`src/rtl/mem_access_unit_if.sv`:
```
// CPU-side request/response bundle for the data-memory access unit.
// The master is the CPU MEM stage; the slave is mem_access_unit.
interface mem_access_unit_if;
  logic        req;
  logic        we;
  logic [1:0]  size;
  logic        sign_ext;
  logic [31:0] addr;
  logic [31:0] wdata;
  logic        ready;
  logic        done;
  logic [31:0] rdata;
  logic        misalign;

  modport master (
    output req, we, size, sign_ext, addr, wdata,
    input  ready, done, rdata, misalign
  );

  modport slave (
    input  req, we, size, sign_ext, addr, wdata,
    output ready, done, rdata, misalign
  );
endinterface

```
`src/rtl/mem_access_unit.sv`:
```
// Byte/half/word load-store controller in front of a word-wide RAM.
// Sub-word stores are done as read-modify-write; misaligned accesses abort with done+misalign.
module mem_access_unit #(
  parameter int ADDR_WIDTH = 10
) (
  input  logic                  clk,
  input  logic                  rst,
  mem_access_unit_if.slave      cpu,
  output logic [ADDR_WIDTH-1:0] ram_addr,
  output logic [31:0]           ram_din,
  output logic                  ram_we,
  input  logic [31:0]           ram_dout
);

  localparam int DATA_W = 32;

  typedef enum logic [2:0] {
    IDLE  = 3'd0,
    READ  = 3'd1,
    WRITE = 3'd2,
    RESP  = 3'd3,
    ERR   = 3'd4
  } state_t;

  state_t state, state_next;

  logic [ADDR_WIDTH+1:0] addr_p0;
  logic [DATA_W-1:0]     wdata_p0;
  logic [1:0]            size_p0;
  logic                  we_p0;
  logic                  sext_p0;
  logic [DATA_W-1:0]     rdata_p1;
  logic [DATA_W-1:0]     merged_p1;
  logic [1:0]            lane;
  logic                  req_misaligned;

  // Byte-address bits above the RAM's reach are deliberately dropped so the address wraps.
  logic unused_addr_bits;
  assign unused_addr_bits = ^cpu.addr[31:ADDR_WIDTH+2];

  function automatic logic is_misaligned(input logic [1:0] size, input logic [1:0] offset);
    case (size)
      2'b00:   is_misaligned = 1'b0;
      2'b01:   is_misaligned = offset[0];
      default: is_misaligned = (offset != 2'b00);
    endcase
  endfunction

  function automatic logic [DATA_W-1:0] load_extract(
    input logic [DATA_W-1:0] word,
    input logic [1:0]        lane_sel,
    input logic [1:0]        size,
    input logic              sext
  );
    logic [7:0]  b;
    logic [15:0] h;
    b = word[{lane_sel, 3'b000} +: 8];
    h = word[{lane_sel[1], 4'b0000} +: 16];
    case (size)
      2'b00:   load_extract = {{24{sext & b[7]}}, b};
      2'b01:   load_extract = {{16{sext & h[15]}}, h};
      default: load_extract = word;
    endcase
  endfunction

  function automatic logic [DATA_W-1:0] store_merge(
    input logic [DATA_W-1:0] word,
    input logic [DATA_W-1:0] wd,
    input logic [1:0]        lane_sel,
    input logic [1:0]        size
  );
    logic [DATA_W-1:0] m;
    m = word;
    case (size)
      2'b00:   m[{lane_sel, 3'b000} +: 8]     = wd[7:0];
      2'b01:   m[{lane_sel[1], 4'b0000} +: 16] = wd[15:0];
      default: m = wd;
    endcase
    store_merge = m;
  endfunction

  assign lane           = addr_p0[1:0];
  assign req_misaligned = is_misaligned(cpu.size, cpu.addr[1:0]);

  always_ff @(posedge clk or posedge rst) begin
    if (rst) begin
      state <= IDLE;
    end else begin
      state <= state_next;
    end
  end

  always_comb begin
    state_next = state;
    case (state)
      IDLE: begin
        if (cpu.req) begin
          state_next = req_misaligned ? ERR : READ;
        end
      end
      READ:    state_next = we_p0 ? WRITE : RESP;
      WRITE:   state_next = RESP;
      RESP:    state_next = IDLE;
      ERR:     state_next = IDLE;
      default: state_next = IDLE;
    endcase
  end

  // Stage p0: request fields captured at the accept edge.
  always_ff @(posedge clk or posedge rst) begin
    if (rst) begin
      addr_p0  <= '0;
      wdata_p0 <= '0;
      size_p0  <= '0;
      we_p0    <= 1'b0;
      sext_p0  <= 1'b0;
    end else if (state == IDLE && cpu.req) begin
      addr_p0  <= cpu.addr[ADDR_WIDTH+1:0];
      wdata_p0 <= cpu.wdata;
      size_p0  <= cpu.size;
      we_p0    <= cpu.we;
      sext_p0  <= cpu.sign_ext;
    end
  end

  // Stage p1: load result or merged store word, computed from the READ-cycle RAM data.
  always_ff @(posedge clk or posedge rst) begin
    if (rst) begin
      rdata_p1  <= '0;
      merged_p1 <= '0;
    end else if (state == READ) begin
      if (we_p0) begin
        merged_p1 <= store_merge(ram_dout, wdata_p0, lane, size_p0);
      end else begin
        rdata_p1 <= load_extract(ram_dout, lane, size_p0, sext_p0);
      end
    end
  end

  assign ram_addr     = addr_p0[ADDR_WIDTH+1:2];
  assign ram_din      = merged_p1;
  assign ram_we       = (state == WRITE);
  assign cpu.ready    = (state == IDLE);
  assign cpu.done     = (state == RESP) || (state == ERR);
  assign cpu.misalign = (state == ERR);
  assign cpu.rdata    = rdata_p1;

endmodule

```
`src/flat_wrapper.sv`:
```
// flat-port wrapper written by rule: the top's interface ports become plain ports
module mem_access_unit_flat 
#(
  parameter int ADDR_WIDTH = 10
)
  (clk, rst, ram_addr, ram_din, ram_we, ram_dout, cpu_req, cpu_we, cpu_size, cpu_sign_ext, cpu_addr, cpu_wdata, cpu_ready, cpu_done, cpu_rdata, cpu_misalign);
  mem_access_unit_if cpu_i ();
  input  logic clk;
  input  logic rst;
  output logic [ADDR_WIDTH-1:0] ram_addr;
  output logic [31:0] ram_din;
  output logic ram_we;
  input  logic [31:0] ram_dout;
  input wire logic [$bits(cpu_i.req)-1:0] cpu_req;
  input wire logic [$bits(cpu_i.we)-1:0] cpu_we;
  input wire logic [$bits(cpu_i.size)-1:0] cpu_size;
  input wire logic [$bits(cpu_i.sign_ext)-1:0] cpu_sign_ext;
  input wire logic [$bits(cpu_i.addr)-1:0] cpu_addr;
  input wire logic [$bits(cpu_i.wdata)-1:0] cpu_wdata;
  output wire logic [$bits(cpu_i.ready)-1:0] cpu_ready;
  output wire logic [$bits(cpu_i.done)-1:0] cpu_done;
  output wire logic [$bits(cpu_i.rdata)-1:0] cpu_rdata;
  output wire logic [$bits(cpu_i.misalign)-1:0] cpu_misalign;
  assign cpu_i.req = cpu_req;
  assign cpu_i.we = cpu_we;
  assign cpu_i.size = cpu_size;
  assign cpu_i.sign_ext = cpu_sign_ext;
  assign cpu_i.addr = cpu_addr;
  assign cpu_i.wdata = cpu_wdata;
  assign cpu_ready = cpu_i.ready;
  assign cpu_done = cpu_i.done;
  assign cpu_rdata = cpu_i.rdata;
  assign cpu_misalign = cpu_i.misalign;
  mem_access_unit #(.ADDR_WIDTH(ADDR_WIDTH)) u_core (.clk(clk), .rst(rst), .cpu(cpu_i), .ram_addr(ram_addr), .ram_din(ram_din), .ram_we(ram_we), .ram_dout(ram_dout));
endmodule
```
`config.mk`:
```
export PLATFORM = sky130hd
export DESIGN_NAME = mem_access_unit_flat
export DESIGN_NICKNAME = d
export VERILOG_FILES = /design/src/rtl/mem_access_unit_if.sv /design/src/rtl/mem_access_unit.sv /design/src/flat_wrapper.sv
export SDC_FILE = /design/constraint.sdc
export NUM_CORES = 1
export LEC_CHECK = 0
export ABC_AREA = 0
export CAP_MARGIN = 10
export CORE_UTILIZATION = 47
export CTS_CLUSTER_SIZE = 12
export DETAILED_ROUTE_END_ITERATION = 10
export GPL_TIMING_DRIVEN = 0
export PLACE_DENSITY = 0.81
export SLEW_MARGIN = 40
export SYNTH_ARGS = -nofsm -noshare
export SYNTH_HDL_FRONTEND = slang
export SYNTH_SLANG_ARGS = --single-unit
```
`constraint.sdc`:
```
create_clock -name clk -period 4.01 [get_ports clk]
set_input_delay 0.6015 -clock clk [delete_from_list [all_inputs] [get_ports clk]]
set_output_delay 0.6015 -clock clk [all_outputs]
set_load 0.005 [all_outputs]
```
# == Word-level counts from Yosys, hierarchy flattened ==
# Index checks and enable logic that the tools add are counted.
# totals
regBits,115
latchBits,0
ramBits,0
rom_bits,0
input_bits,103
elab_cells,43
memories,0
# op_classes
n_addsub,2
mul,0
div_mod_pow,0
order_cmp,0
n_eq_ne,7
n_shift,6
mux,9
bitwise,3
n_reduce_logical,8
# ops
op,n
$pmux 32 s2,2
$bwmux 32,2
$shift 16x7->32 const A,1
$shift 8x7->32 const A,1
$shiftx 16x7->32,1
$shiftx 32x6->16,1
$shiftx 32x6->8,1
$shiftx 8x7->32,1
$neg 5->7,2
$pmux 3 s3,1
$eq 3x2->1 const B,2
$mux 3,2
$eq 2x1->1 const B,2
$logic_not 2->1,2
$reduce_and 2->1,2
$eq 3x1->1 const B,1
$eq 3x3->1 const B,1
$logic_not 3->1,1
$and 1x1->1,2
$ne 2x2->1 const B,1
$pmux 1 s2,1
$reduce_bool 2->1,1
$logic_and 1x1->1,1
$logic_or 1x1->1,1
other kinds (2),2

# == Logic depth before layout (Yosys ltp) ==
# depth
ltp_word,5
mapped_depth,9
depth_no_buf,6

# == Worst setup path before layout ==
# Ideal clock, no wire load.
# synth_path
kind,reg-to-reg
from,register u_core.addr_p0[0]
to,"register u_core.merged_p1[17], in the netlist u_core.ram_din[17]"
t_arrival_ps,1943
path_slack_ps,1985
path_stages_with_launch,8
path_cell_list,dfrtp_1 -> inv_1 -> ha_1 -> or3b_1 -> buf_2 -> nor4_4 -> nand2_1 -> a31oi_1
# synth_between
elab_chain_cells,4
word_cells_on_any_way,5
cone_classes,1 x add/sub; 2 x shift; 2 x mux
# synth_rtl
element,line,source
start: declaration,mem_access_unit.sv:27,logic [ADDR_WIDTH+1:0] addr_p0;
start signal: assignment,mem_access_unit.sv:118,addr_p0 <= cpu.addr[ADDR_WIDTH+1:0];
$neg 5->7 (*),mem_access_unit.sv:75,"2'b00: m[{lane_sel, 3'b000} +: 8] = wd[7:0];"
$shiftx 8x7->32 / $shift 8x7->32 (equally long branches),mem_access_unit.sv:75,
$bwmux 32 (*),mem_access_unit.sv:75,
$pmux 32 s2 (*),mem_access_unit.sv:74,case (size)
end signal: assignment,mem_access_unit.sv:133,"merged_p1 <= store_merge(ram_dout, wdata_p0, lane, size_p0);"
end: declaration,mem_access_unit.sv:33,logic [DATA_W-1:0] merged_p1;
# Every way passes the cells marked *; elsewhere a longest branch is shown, timed or not.
# A chain may end at the register's enable or synchronous reset.

# == Worst setup path in the final report ==
# layout_path
from,register u_core.addr_p0[0]
to,"register u_core.merged_p1[20], in the netlist u_core.ram_din[20]"
# Same word-level chain as after synthesis.

==> impl_metrics.json <==
{
  "status": "complete, no violations",
  "floorplan.io_pins": 181,
  "min_path_cells": 2,
  "dp_hpwl_mm": 14.69,
  "clockBufferDepth": 2,
  "cts_hold_buf": 0,
  "vias_per_cell": 5.916,
  "worstHoldStart": "u_core.cpu.rdata[3]$_DFFE_PP0P_",
  "worst_setup_start_kind": "flop",
  "drt_initial_violations": 498,
  "startpoint_of_the_worst_setup_timing_path": "u_core.addr_p0[0]$_DFFE_PP0P_",
  "grt_usage_pct": 32.38,
  "drt_pass1_iterations": 5,
  "min_period_ns": 2.547,
  "dr_total_vias": 5455,
  "syn-mean-instance-area_um2": 9.977,
  "worst_path_required_time_ns": 4.34,
  "power.density_nw_per_um2": 901.6,
  "report.final.slew_viol_count": 0,
  "place_inst": 890,
  "area.growth.synth_to_final_pct": 43.35,
  "placed_cell_area_um2": 7627,
  "cts-htree-levels": 4,
  "grt_first_pass_wirelength_mm": 30.69,
  "grt_max_degree": 59,
  "worst_slew_pin_slew_ns": 0.7169,
  "post-route-period-util_pct": 63.53,
  "die-width_um": 113.2,
  "instance_count_of_the_mapped_netlist": 582,
  "tritoncts": "done",
  "cts.clk_slew.worst_paths_ns": 0.06,
  "critical_path_peak_fanout": 9,
  "share_of_the_yosys_chip_area_belonging_to_registers_pct": 49.56,
  "r2r_start": "u_core.addr_p0[0]$_DFFE_PP0P_",
  "design.die.area_um2": 12800,
  "clock_skew_ns": 0.005329,
  "grt_pass1_vias": 5591,
  "worst-r2r-cell-count": 7,
  "post_cts_buffers": 0,
  "io_buffer_count": 160,
  "max-cap-violations": 0,
  "post_cts_resize_count": 0,
  "leakage_nw": 3.408,
  "setup.worst_path.class": "reg -> reg",
  "numCtsBuffers": 17,
  "setup_viol_count_final": 0,
  "design.core.area_um2": 12010,
  "antennaDiodeCount": 0,
  "root_buffer": "clkbuf_16",
  "wirelength_mm": 20.07,
  "netlist-cell-type-count": 45,
  "unrepaired_setup_endpoints_after_global_routing": "no",
  "synth_enable_flop_cells": 0,
  "synth-warning-count": 0,
  "worst_skew_pair.late_latency_ns": 0.42,
  "ys_async_sr_fraction_pct": 100.0,
  "hold_path_class": "reg -> reg",
  "grt_antenna_before_repair": 0,
  "timing.critical_path.arrival_ns": 2.88,
  "finalPower_mw": 7.505,
  "synth.ff_latch_count": 115,
  "critPathCaptureType": "flop",
  "initial_core_utilization_pct": 48.34,
  "hold_viol": 0,
  "ant_nets": 0,
  "detail_route.wl_per_cell_um": 21.77,
  "placer_congestion": 0.8956,
  "fmaxAchievable_mhz": 392.6,
  "synth_flop_cell": "dfrtp_1",
  "post_route_cells_drive_above_1_share_pct": 16.26,
  "netlist_area_um2": 5807,
  "fin_nets": 870,
  "tritoncts_num_sinks": 115,
  "final_cell_area_um2": 8324,
  "grt_remaining_overflow": 0,
  "num-fill-cells": 890,
  "post_route_insts_no_fill": 922,
  "ir_drop_v": 0.0005010,
  "rows": 40,
  "chipHeight_um": 113.2,
  "syn-num-nets": 690,
  "slew_headroom_pct": 52.21,
  "drc_errors": 0
}
[metal layers]
metal | track usage, % | routed length (um) | vias up
li1 | - | - | 2454
met4 | 16.75 | 765 | 0
met2 | 53.13 | 9723 | 288
met1 | 40.23 | 8148 | 2659
met3 | 7.124 | 1437 | 54
met5 | 0 | 0 | -
[worst max-delay path: stages (launching register included)]
cell	delay, ns
dfrtp_1	0.54
inv_1	0.23
ha_1	0.38
or3b_1	0.34
buf_2	0.20
nor4_4	0.43
nand2_1	0.12
a31oi_1	0.22
[through the flow]
step | TNS, ns | setup WS (ns) | hold WS [ns] | util, %
3_3_place_gp | -126.05 | -1.103 | 0.4713 | 63.21
5_1_grt | 0 | 1.341 | 0.5182 | 69.30
4_1_cts | 0 | 1.484 | 0.4900 | 69.10
6_report | 0 | 1.463 | 0.4890 | 69.30
3_5_place_dp | 0 | 1.500 | 0.4783 | 63.50
2_1_floorplan | 0 | 0.3644 | 0.4733 | -
[path summary, 6_finish.rpt]
path / slack, ns / endpoint
worst max-delay path: 1.46 / u_core.ram_din[20]$_DFFE_PP0P_
worst min-delay path: 0.49 / u_core.cpu.rdata[3]$_DFFE_PP0P_
worst max register to register: 1.46 / u_core.ram_din[20]$_DFFE_PP0P_
worst min register to register: 0.49 / u_core.cpu.rdata[3]$_DFFE_PP0P_
max in group asynchronous: 2.78 / u_core.wdata_p0[0]$_DFFE_PP0P_
min in group asynchronous: 0.61 / u_core.we_p0$_DFFE_PP0P_
[cell usage in the layout, fill, tap and decap left out, types with 2 or more instances in the layout]
master           synthesis  routed
nand2_1                 70      70
a2bb2oi_1                2       2
and2_1                   2       2
mux2_2                  55      55
clkinv_2                 0       3
clkdlybuf4s50_1          0     160
a21oi_1                 33      33
bufinv_16                0       6
clkbuf_1                18      18
a31oi_1                 25      25
a41o_1                   8       8
nor3_2                   0       2
o22ai_1                  8       8
nor2_1                  64      64
o21ai_0                 35      35
buf_6                    3       3
clkinvlp_4               0       4
buf_4                   13      13
a221oi_1                 7       7
a22oi_1                  8       8
dfrtp_1                115     115
buf_1                    5       5
inv_1                   14      13
nand3_1                 18      18
nor2b_1                 12      12
ha_1                     5       5
buf_2                   14      14
clkbuf_16                0      17
mux2i_1                  9       9
a222oi_1                15      15
[logic make-up (layout without fill, tap and decap cells)]
kind of cell / Yosys count / in the layout / share of synthesized area, %
simple gates: 178 / 178 / 13.66
compound gates: 152 / 152 / 17.47
flops: 115 / 115 / 49.56
buf+inv: 67 / 260 / 5.861
mux: 64 / 64 / 12.22
fa+ha+maj: 5 / 5 / 1.077
xor+xnor: 1 / 1 / 0.1509
[flip-flops by register name, summed over array words and instances (netlist names)]
name / count
u_core.addr_p0: 12
u_core.cpu.rdata: 32
u_core.ram_din: 32
u_core.sext_p0: 1
u_core.size_p0: 2
u_core.state: 3
u_core.wdata_p0: 32
u_core.we_p0: 1
[synth_stat cells, types with 2 or more instances]
cell type / count / area [um^2]
and2_1: 2 / 12.51
buf_4: 13 / 97.59
buf_6: 3 / 33.78
a41o_1: 8 / 80.08
a21oi_1: 33 / 165.2
a22oi_1: 8 / 60.06
nor3_1: 3 / 15.01
nand2_1: 70 / 262.8
nor2b_1: 12 / 75.07
clkbuf_1: 18 / 67.56
dfrtp_1: 115 / 2878
o22ai_1: 8 / 50.05
a211oi_1: 2 / 15.01
a31oi_1: 25 / 156.4
buf_1: 5 / 18.77
o21ai_0: 35 / 175.2
a2bb2oi_1: 2 / 17.52
ha_1: 5 / 62.56
inv_1: 14 / 52.55
mux2i_1: 9 / 90.09
buf_2: 14 / 70.07
nand3_1: 18 / 90.09
nor2_1: 64 / 240.2
a222oi_1: 15 / 150.1
mux2_2: 55 / 619.3
a221oi_1: 7 / 61.31
[report_power, final]
group          switching (mW)  total [mW]  internal (mW)
Combinational            1.73        3.50           1.77
Clock                   0.553        1.73           1.18
Sequential              0.514        2.27           1.76
[layout make-up]
type	count	area, um^2	area share, %
Buffer	53	287.8	3.457
Clock buffer	18	439.2	5.276
Clock inverter	14	234.0	2.811
Inverter	14	60.06	0.7215
Multi-Input combinational cell	400	2613	31.38
Sequential cell	115	2878	34.57
Tap cell	147	183.9	2.210
Timing Repair Buffer	161	1629	19.57
Power figures use the tool's default switching activity.
